===== src/rtl/ram_param_if.sv =====
// ---------------------------------------------------------------------------
// ram_param_if
// Groups the access bus of ram_param into one bundle.
//
// Signals:
//   clr     master->slave  single-cycle request to re-run the clear sweep
//   req     master->slave  access request, accepted when req && rdy
//   we      master->slave  byte write enables (all-zero = read)
//   addr    master->slave  word address
//   din     master->slave  write data
//   dout    slave->master  registered read data
//   rvalid  slave->master  one-cycle strobe marking dout valid for an access
//   busy    slave->master  clear sweep in progress
//   rdy     slave->master  an access can be accepted this cycle
// ---------------------------------------------------------------------------
interface ram_param_if #(
  parameter int DATA_W = 16,
  parameter int ADDR_W = 8
) ();

  logic                  clr;
  logic                  req;
  logic [DATA_W/8-1:0]   we;
  logic [ADDR_W-1:0]     addr;
  logic [DATA_W-1:0]     din;
  logic [DATA_W-1:0]     dout;
  logic                  rvalid;
  logic                  busy;
  logic                  rdy;

  modport master (
    output clr, req, we, addr, din,
    input  dout, rvalid, busy, rdy
  );

  modport slave (
    input  clr, req, we, addr, din,
    output dout, rvalid, busy, rdy
  );

endinterface


===== src/rtl/ram_param.sv =====
// ---------------------------------------------------------------------------
// ram_param
// Parametrised single-port synchronous RAM with per-byte write enables,
// a 1- or 2-cycle registered read pipeline with a valid strobe, selectable
// read-during-write result and a clear sequencer that fills every word with
// CLR_VAL after reset or on request.
//
// Parameters:
//   DATA_W    word width in bits (multiple of 8)
//   ADDR_W    address width, depth = 2**ADDR_W
//   RD_LAT    read latency, 1 or 2
//   RDW_MODE  0: a write returns the old word, 1: the merged new word
//   CLR_VAL   value written to every word by the clear sweep
//
// Ports:
//   clk      system clock, rising edge
//   reset_n  asynchronous active-low reset
//   bus      ram_param_if slave modport (clr/req/we/addr/din in,
//            dout/rvalid/busy/rdy out)
// ---------------------------------------------------------------------------
module ram_param #(
  parameter int                DATA_W   = 16,
  parameter int                ADDR_W   = 8,
  parameter int                RD_LAT   = 1,
  parameter int                RDW_MODE = 0,
  parameter logic [DATA_W-1:0] CLR_VAL  = '0
) (
  input  logic         clk,
  input  logic         reset_n,
  ram_param_if.slave   bus
);

  localparam int DEPTH  = 1 << ADDR_W;
  localparam int NBYTES = DATA_W / 8;
  // Sweep counter is one bit wider than the address so the terminal value
  // DEPTH-1 never aliases with a wrapped counter.
  localparam logic [ADDR_W:0] LAST_ADDR = (ADDR_W+1)'(DEPTH - 1);

  typedef enum logic {
    CLEAR = 1'b0,
    READY = 1'b1
  } state_t;

  state_t            state_q;
  logic [ADDR_W:0]   clrAddr_q;
  logic              busy_q;

  logic [DATA_W-1:0] mem [DEPTH];

  logic              accept;
  logic [DATA_W-1:0] oldWord;
  logic [DATA_W-1:0] mergedWord;
  logic [DATA_W-1:0] rdWord_d;

  logic              stageValid;
  logic [DATA_W-1:0] stageData;
  logic              rvalid_q;
  logic [DATA_W-1:0] dout_q;

  assign accept = bus.req && (state_q == READY);

  // Build the word a write would leave behind: enabled bytes come from din,
  // the rest from the current array contents. rdWord_d is what the access
  // reports back, chosen by the read-during-write mode.
  always_comb begin
    oldWord    = mem[bus.addr];
    mergedWord = oldWord;
    for (int i = 0; i < NBYTES; i++) begin
      if (bus.we[i]) begin
        mergedWord[8*i +: 8] = bus.din[8*i +: 8];
      end
    end
    rdWord_d = (RDW_MODE != 0) ? mergedWord : oldWord;
  end

  // Clear sequencer. CLEAR walks clrAddr_q from 0 to DEPTH-1 one word per
  // edge; a clr request in either state restarts the walk at address 0.
  always_ff @(posedge clk or negedge reset_n) begin
    if (!reset_n) begin
      state_q   <= CLEAR;
      clrAddr_q <= '0;
      busy_q    <= 1'b1;
    end else begin
      case (state_q)
        CLEAR: begin
          if (bus.clr) begin
            clrAddr_q <= '0;
          end else if (clrAddr_q == LAST_ADDR) begin
            state_q   <= READY;
            busy_q    <= 1'b0;
            clrAddr_q <= '0;
          end else begin
            clrAddr_q <= clrAddr_q + (ADDR_W+1)'(1);
          end
        end
        READY: begin
          if (bus.clr) begin
            state_q   <= CLEAR;
            busy_q    <= 1'b1;
            clrAddr_q <= '0;
          end
        end
        default: begin
          state_q   <= CLEAR;
          busy_q    <= 1'b1;
          clrAddr_q <= '0;
        end
      endcase
    end
  end

  // Storage array, deliberately without reset. While reset_n is low the
  // sequencer sits at address 0 in CLEAR, so the only effect is rewriting
  // word 0 with CLR_VAL, which the sweep does first anyway.
  always_ff @(posedge clk) begin
    if (state_q == CLEAR) begin
      mem[clrAddr_q[ADDR_W-1:0]] <= CLR_VAL;
    end else if (accept && (|bus.we)) begin
      mem[bus.addr] <= mergedWord;
    end
  end

  // The array is always sampled on the accept edge; the two-cycle variant
  // only adds a register between that sample and the output stage.
  generate
    if (RD_LAT == 2) begin : gLat2
      logic              pipeValid_q;
      logic [DATA_W-1:0] pipeData_q;

      always_ff @(posedge clk or negedge reset_n) begin
        if (!reset_n) begin
          pipeValid_q <= 1'b0;
          pipeData_q  <= '0;
        end else begin
          pipeValid_q <= accept;
          if (accept) begin
            pipeData_q <= rdWord_d;
          end
        end
      end

      assign stageValid = pipeValid_q;
      assign stageData  = pipeData_q;
    end else begin : gLat1
      assign stageValid = accept;
      assign stageData  = rdWord_d;
    end
  endgenerate

  // Output stage: dout only loads on a valid access so it holds between
  // rvalid pulses.
  always_ff @(posedge clk or negedge reset_n) begin
    if (!reset_n) begin
      rvalid_q <= 1'b0;
      dout_q   <= '0;
    end else begin
      rvalid_q <= stageValid;
      if (stageValid) begin
        dout_q <= stageData;
      end
    end
  end

  assign bus.dout   = dout_q;
  assign bus.rvalid = rvalid_q;
  assign bus.busy   = busy_q;
  assign bus.rdy    = (state_q == READY);

endmodule

===== src/flat_wrapper.sv =====
// flat-port wrapper written by rule: the top's interface ports become plain ports
module ram_param_flat 
#(
  parameter int                DATA_W   = 16,
  parameter int                ADDR_W   = 8,
  parameter int                RD_LAT   = 1,
  parameter int                RDW_MODE = 0,
  parameter logic [DATA_W-1:0] CLR_VAL  = '0
)
  (clk, reset_n, bus_clr, bus_req, bus_we, bus_addr, bus_din, bus_dout, bus_rvalid, bus_busy, bus_rdy);
  ram_param_if #(.DATA_W(DATA_W), .ADDR_W(ADDR_W)) bus_i ();
  input  logic clk;
  input  logic reset_n;
  input wire logic [$bits(bus_i.clr)-1:0] bus_clr;
  input wire logic [$bits(bus_i.req)-1:0] bus_req;
  input wire logic [$bits(bus_i.we)-1:0] bus_we;
  input wire logic [$bits(bus_i.addr)-1:0] bus_addr;
  input wire logic [$bits(bus_i.din)-1:0] bus_din;
  output wire logic [$bits(bus_i.dout)-1:0] bus_dout;
  output wire logic [$bits(bus_i.rvalid)-1:0] bus_rvalid;
  output wire logic [$bits(bus_i.busy)-1:0] bus_busy;
  output wire logic [$bits(bus_i.rdy)-1:0] bus_rdy;
  assign bus_i.clr = bus_clr;
  assign bus_i.req = bus_req;
  assign bus_i.we = bus_we;
  assign bus_i.addr = bus_addr;
  assign bus_i.din = bus_din;
  assign bus_dout = bus_i.dout;
  assign bus_rvalid = bus_i.rvalid;
  assign bus_busy = bus_i.busy;
  assign bus_rdy = bus_i.rdy;
  ram_param #(.DATA_W(DATA_W), .ADDR_W(ADDR_W), .RD_LAT(RD_LAT), .RDW_MODE(RDW_MODE), .CLR_VAL(CLR_VAL)) u_core (.clk(clk), .reset_n(reset_n), .bus(bus_i));
endmodule

===== config.mk =====
export PLATFORM = sky130hd
export DESIGN_NAME = ram_param_flat
export DESIGN_NICKNAME = d
export VERILOG_FILES = /design/src/rtl/ram_param_if.sv /design/src/rtl/ram_param.sv /design/src/flat_wrapper.sv
export SDC_FILE = /design/constraint.sdc
export NUM_CORES = 2
export LEC_CHECK = 0
export BUFFER_PORTS_ARGS = -buffer_cell sky130_fd_sc_hd__buf_4
export CAP_MARGIN = 20
export CORE_MARGIN = 4
export CORE_UTILIZATION = 35
export DETAILED_ROUTE_END_ITERATION = 12
export SETUP_SLACK_MARGIN = 0.15
export SLEW_MARGIN = 20
export SYNTH_ARGS = -nofsm -noshare
export SYNTH_HDL_FRONTEND = slang
export SYNTH_SLANG_ARGS = --single-unit

===== constraint.sdc =====
create_clock -name clk -period 26.6 [get_ports clk]
set_input_delay 1.33 -clock clk [delete_from_list [all_inputs] [get_ports clk]]
set_output_delay 1.33 -clock clk [all_outputs]
set_load 0.03 [all_outputs]

* After elaboration in Yosys (flattened, before gate mapping)
Memory sizes are Yosys's and may differ from the RTL's.
Cells that the tools add are included.
** Storage, ports and cells
- Flip-flop bits (word level) :: 28
- RAM bits :: 4096
- Bits of input ports :: 30
- Memories kept :: 1
** Cells by class
- $add $sub $neg :: 1
- Equality and inequality tests :: 4
- Mux-type cells :: 21
- Bitwise logic cells :: 1
- Reductions and logical operators :: 5
** Memory list
- u_core.mem :: depth 256, width 16, read ports 1, clocked after memory_dff 0, wr ports 1, line ram_param.sv:48 : logic [DATA_W-1:0] mem [DEPTH];
** Operators by type and width (count)
- $mux W9 :: 3
- $mux W8 :: 3
- $pmux W9 S2 :: 1
- $mux W16 :: 1
- $reduce_or A16 Y1 :: 1
- $mux W1 :: 11
- $add A9 B1 Y9 const B :: 1
- $eq A9 B8 Y1 const B :: 1
- $ne A2 B2 Y1 const B :: 2
- $pmux W1 S2 :: 2
- $reduce_and A3 Y1 :: 1
- $logic_and A1 B1 Y1 :: 2
- $ne A2 B1 Y1 const B :: 1
- $reduce_or A2 Y1 :: 1
- $not A1 Y1 :: 1

* Longest topological paths before layout
- Depth after elaboration :: 7
- Mapped depth :: 14
- Mapped depth without buffers :: 7

* Worst setup path after synthesis
OpenSTA, ideal clock, no wires.
- Path kind :: input-to-reg
- Start point :: input port bus_addr[1]
- End point :: memory u_core.mem[0][3] (data pin)
- Library setup time :: 2.232 ns
- Arrival :: 13.493 ns
- Path slack :: 10.875 ns
- Stages on the path :: 10
- Cell sequence :: buf_4 > buf_4 > buf_4 > buf_4 > buf_1 > buf_2 > a21oi_1 > a2111oi_0 > a21oi_1 > o31ai_1
** On the way
- Longest elaborated chain between the ends :: 3
** RTL lines
- start: declaration :: line flat_wrapper.sv:17 : input wire logic [$bits(bus_i.addr)-1:0] bus_addr;
- $mem_v2 Z256 W16
- $mux W8 :: line ram_param.sv:69 : if (bus.we[i]) begin
- $mux W16 (no line)
- end: declaration :: line ram_param.sv:48
No other way between the ends.

* Worst setup path in the final report
- Start point :: input port bus_addr[0]
- End point :: memory u_core.mem[191][9] (data pin)
Same word-level chain as after synthesis.

==> flow_summary.toml <==
[outcome]
status = "finished clean"

[floorplan]
start_util = 0.352
die_h_um = 681
coreArea_um2 = 450000
dieArea_um2 = 464000
ios = 49
rows = 246
fp.dieW_um = 681

[global_route]
track_usage = 0.196
grt_pass1_vias = 79591
antenna_found_initial = 27
grt_first_pass_wirelength_mm = 643
grt_max_degree = 221
overflow = 0

[sta]
finalClockSkew_ns = 0.0410
grt_setup_unrepaired = "false"
min_period_ns = 8.32
final_hold_viol_count = 0
drv_slew = 0
hold_ws_ns = 0.348
final-setup-viol-count = 0
slew_headroom = 0.190
clock.fmax_mhz = 120
finalSetupTns_ns = 0
max_slew.worst_pin.slew_ns = 1.21
finalCritPeriodShare = 0.313

[cells_and_area]
num-nets-final = 7712
regArea_um2 = 124000
area_growth_pct = 14.3
multiInputGateArea_um2 = 32900
finalNonFillerCells = 13973
final_layout_size_suffix_gt1_frac = 0.275
final_cell_area_um2 = 181000
fillCellCount = 39212

[clock_network]
cts_tree = "yes"
clk_pin_slew_worst_paths_ns = 0.06
cts_buffers = 419
htree_levels = 5
clk_latency_ns = 0.97
ctsHoldBuffers = 0
post_cts_buffers = 0
clock_sinks = 4124
cts_resized = 0
clockBufferDepth = 4
cts-root-buf = "clkbuf_16"

[yosys]
synth_seq_cells = 4124
ys.flop_type = "edfxtp_1"
synth_common_cells = "4,096 x edfxtp_1, 945 x mux4_2, 306 x nor2_1"
syn_inst = 7191
synthesis.area_um2 = 158000
yosys.area.top_type = "edfxtp_1"
syn_area_per_cell_um2 = 22.0
synthTopCellsByArea = "edfxtp_1 78%, mux4_2 13%, mux2i_1 1.3%, a22oi_1 1.2%, nor2_1 0.72%"
synth-edff-count = 4096
yosysMostFrequentCell = "edfxtp_1"
synth_fp_nets = 7222
seq_area_frac_synth = 0.781
synth_top_area_frac = 0.776
async_reset_ff_frac = 0.00679
synth_cell_type_count = 77
synth_warnings = 0

[power_and_ir_drop]
peakVddDrop_mv = 0.0533
powerDensity_nw_per_um2 = 72.8
p_leak_uw = 0.0627

[setup_path]
r2r_setup_slack_ns = 21.09
required_ns = 27.24
r2r-start = "u_core.mem[145][9]"
rr_endpoint = "u_core.mem[191][9]"
crit_path_max_incr_delay_ns = 0.97
reg2reg_depth = 10
cp_max_fo = 91
crit_type = "in2reg"
crit_path_cell_trace = "buf_16 -> buf_12 -> buf_4 -> buf_4 -> nand2b_1 -> buf_4 -> o22ai_1 -> or3_1 -> nand4_1 -> a31oi_1 -> a221oi_2 -> o21ai_4 -> buf_4 -> buf_4 -> buf_4"
cp_data_arrival_time_ns = 8.97
cp-end-kind = "register"
crit_path_top_delay_cell = "buf_4"
cp-start-kind = "input port"
crit_path_frequent_cell = "buf_4"

[detailed_routing]
viasPerCell = 5.74
routed_wl_mm = 462
post_drt_wl_per_cell_um = 33.1
dr.pass1.iters = 5
ant_nets = 0
drt_iter0_markers = 11397
drc = 0
num_vias = 80251

[placed_design]
portBuffers = 48
dp_cells = 13206
hpwl_mm = 272
place_area_um2 = 168000
place_congestion = 0.845

[flow_run]
max-cap-violations = 0

[hold_path]
min_path_type = "in2async"
==> report_power, final <==
group	total, uW	internal, uW	switching [uW]
sequential	7060	7050	10.7
combinational	494	170	323
clock	5640	3200	2440
total	13200	10400	2780
==> layout by cell type (no fill, tap or decap), drive strengths merged, types with 16 or more instances in the layout <==
cell type / synthesis / final
dfrtp: 27 / 27
mux2: 24 / 24
nor2b: 20 / 20
a22oi: 245 / 245
o31ai: 19 / 19
nand3: 71 / 71
nand2b: 22 / 22
nor2: 306 / 306
nand2: 162 / 162
or3: 24 / 24
edfxtp: 4096 / 4096
bufinv: 0 / 28
buf: 266 / 489
a22o: 16 / 16
o22ai: 107 / 107
a21oi: 138 / 138
o21ai: 61 / 61
a221oi: 46 / 46
o221ai: 22 / 22
mux4: 955 / 955
inv: 7 / 18
clkinv: 2 / 171
nor3: 39 / 39
clkbuf: 156 / 535
mux2i: 209 / 209
==> state kept, by name, indices dropped and copies added, names as in the netlist <==
| register | cells |
|---|---|
| u_core.bus.busy | 1 |
| u_core.bus.rdy | 1 |
| u_core.bus.rvalid | 1 |
| u_core.clrAddr_q | 9 |
| u_core.mem | 4096 |
| u_core.bus.dout | 16 |
==> metrics by stage <==
stage,worst slack (ns),utilization,total power (uW)
after floorplan,10.88,-,7480
after global placement,17.51,0.373,7680
after detailed placement,17.35,0.373,7680
after CTS,18.38,0.402,13300
after global routing,17.83,0.402,13600
final,18.28,0.403,13200
==> cell type report <==
class | instances | area share
clock buffers | 533 | 0.0609
multi-input cells | 2636 | 0.182
clock inverters | 216 | 0.0109
inverters | 9 | 0.000200
flip-flops and latches | 4124 | 0.683
diodes | 12 | 0.000166
well taps | 5952 | 0.0411
repair buffers | 491 | 0.0222
==> how the worst max path moves through the flow <==
stage	start	end	slack, ns	depth (start not counted)
after floorplan	bus_addr[1]	u_core.mem[0][3]	10.88	10
after global placement	bus_addr[0]	u_core.mem[134][9]	17.51	15
after detailed placement	bus_addr[0]	u_core.mem[37][9]	17.35	15
after CTS	bus_addr[0]	u_core.mem[138][9]	18.38	15
after global routing	bus_addr[0]	u_core.mem[140][9]	17.83	15
final	bus_addr[0]	u_core.mem[191][9]	18.28	15
==> logic make-up (layout without fill, tap and decap cells) <==
logic type               Yosys count  after routing  synth area share
flip-flops                      4124           4124             0.781
multiplexers                    1188           1188             0.151
AO/OA/AOI/OAI                    730            730            0.0318
AND/OR/NAND/NOR                  714            714            0.0202
buffers and inverters            431           1249            0.0162
XOR/XNOR                           3              3          0.000166
adder cells (fa/ha/maj)            1              1         0.0000790
other                              0             12                 0
==> routing by layer <==
metal	track usage	up-vias	part of all wire
li1	-	31500	-
met2	0.307	4446	0.47
met4	0.0795	6	0.043
met1	0.265	43546	0.39
met3	0.0432	753	0.10
met5	0	-	0.000097
==> critical path, delay by kind of cell <==
family	cells	cell delay, ns
buffers and inverters	8	4.92
AOI/OAI and AO/OA	4	1.72
and+or+nand+nor	3	0.61
Note: power is estimated with default switching activity, not from simulation.
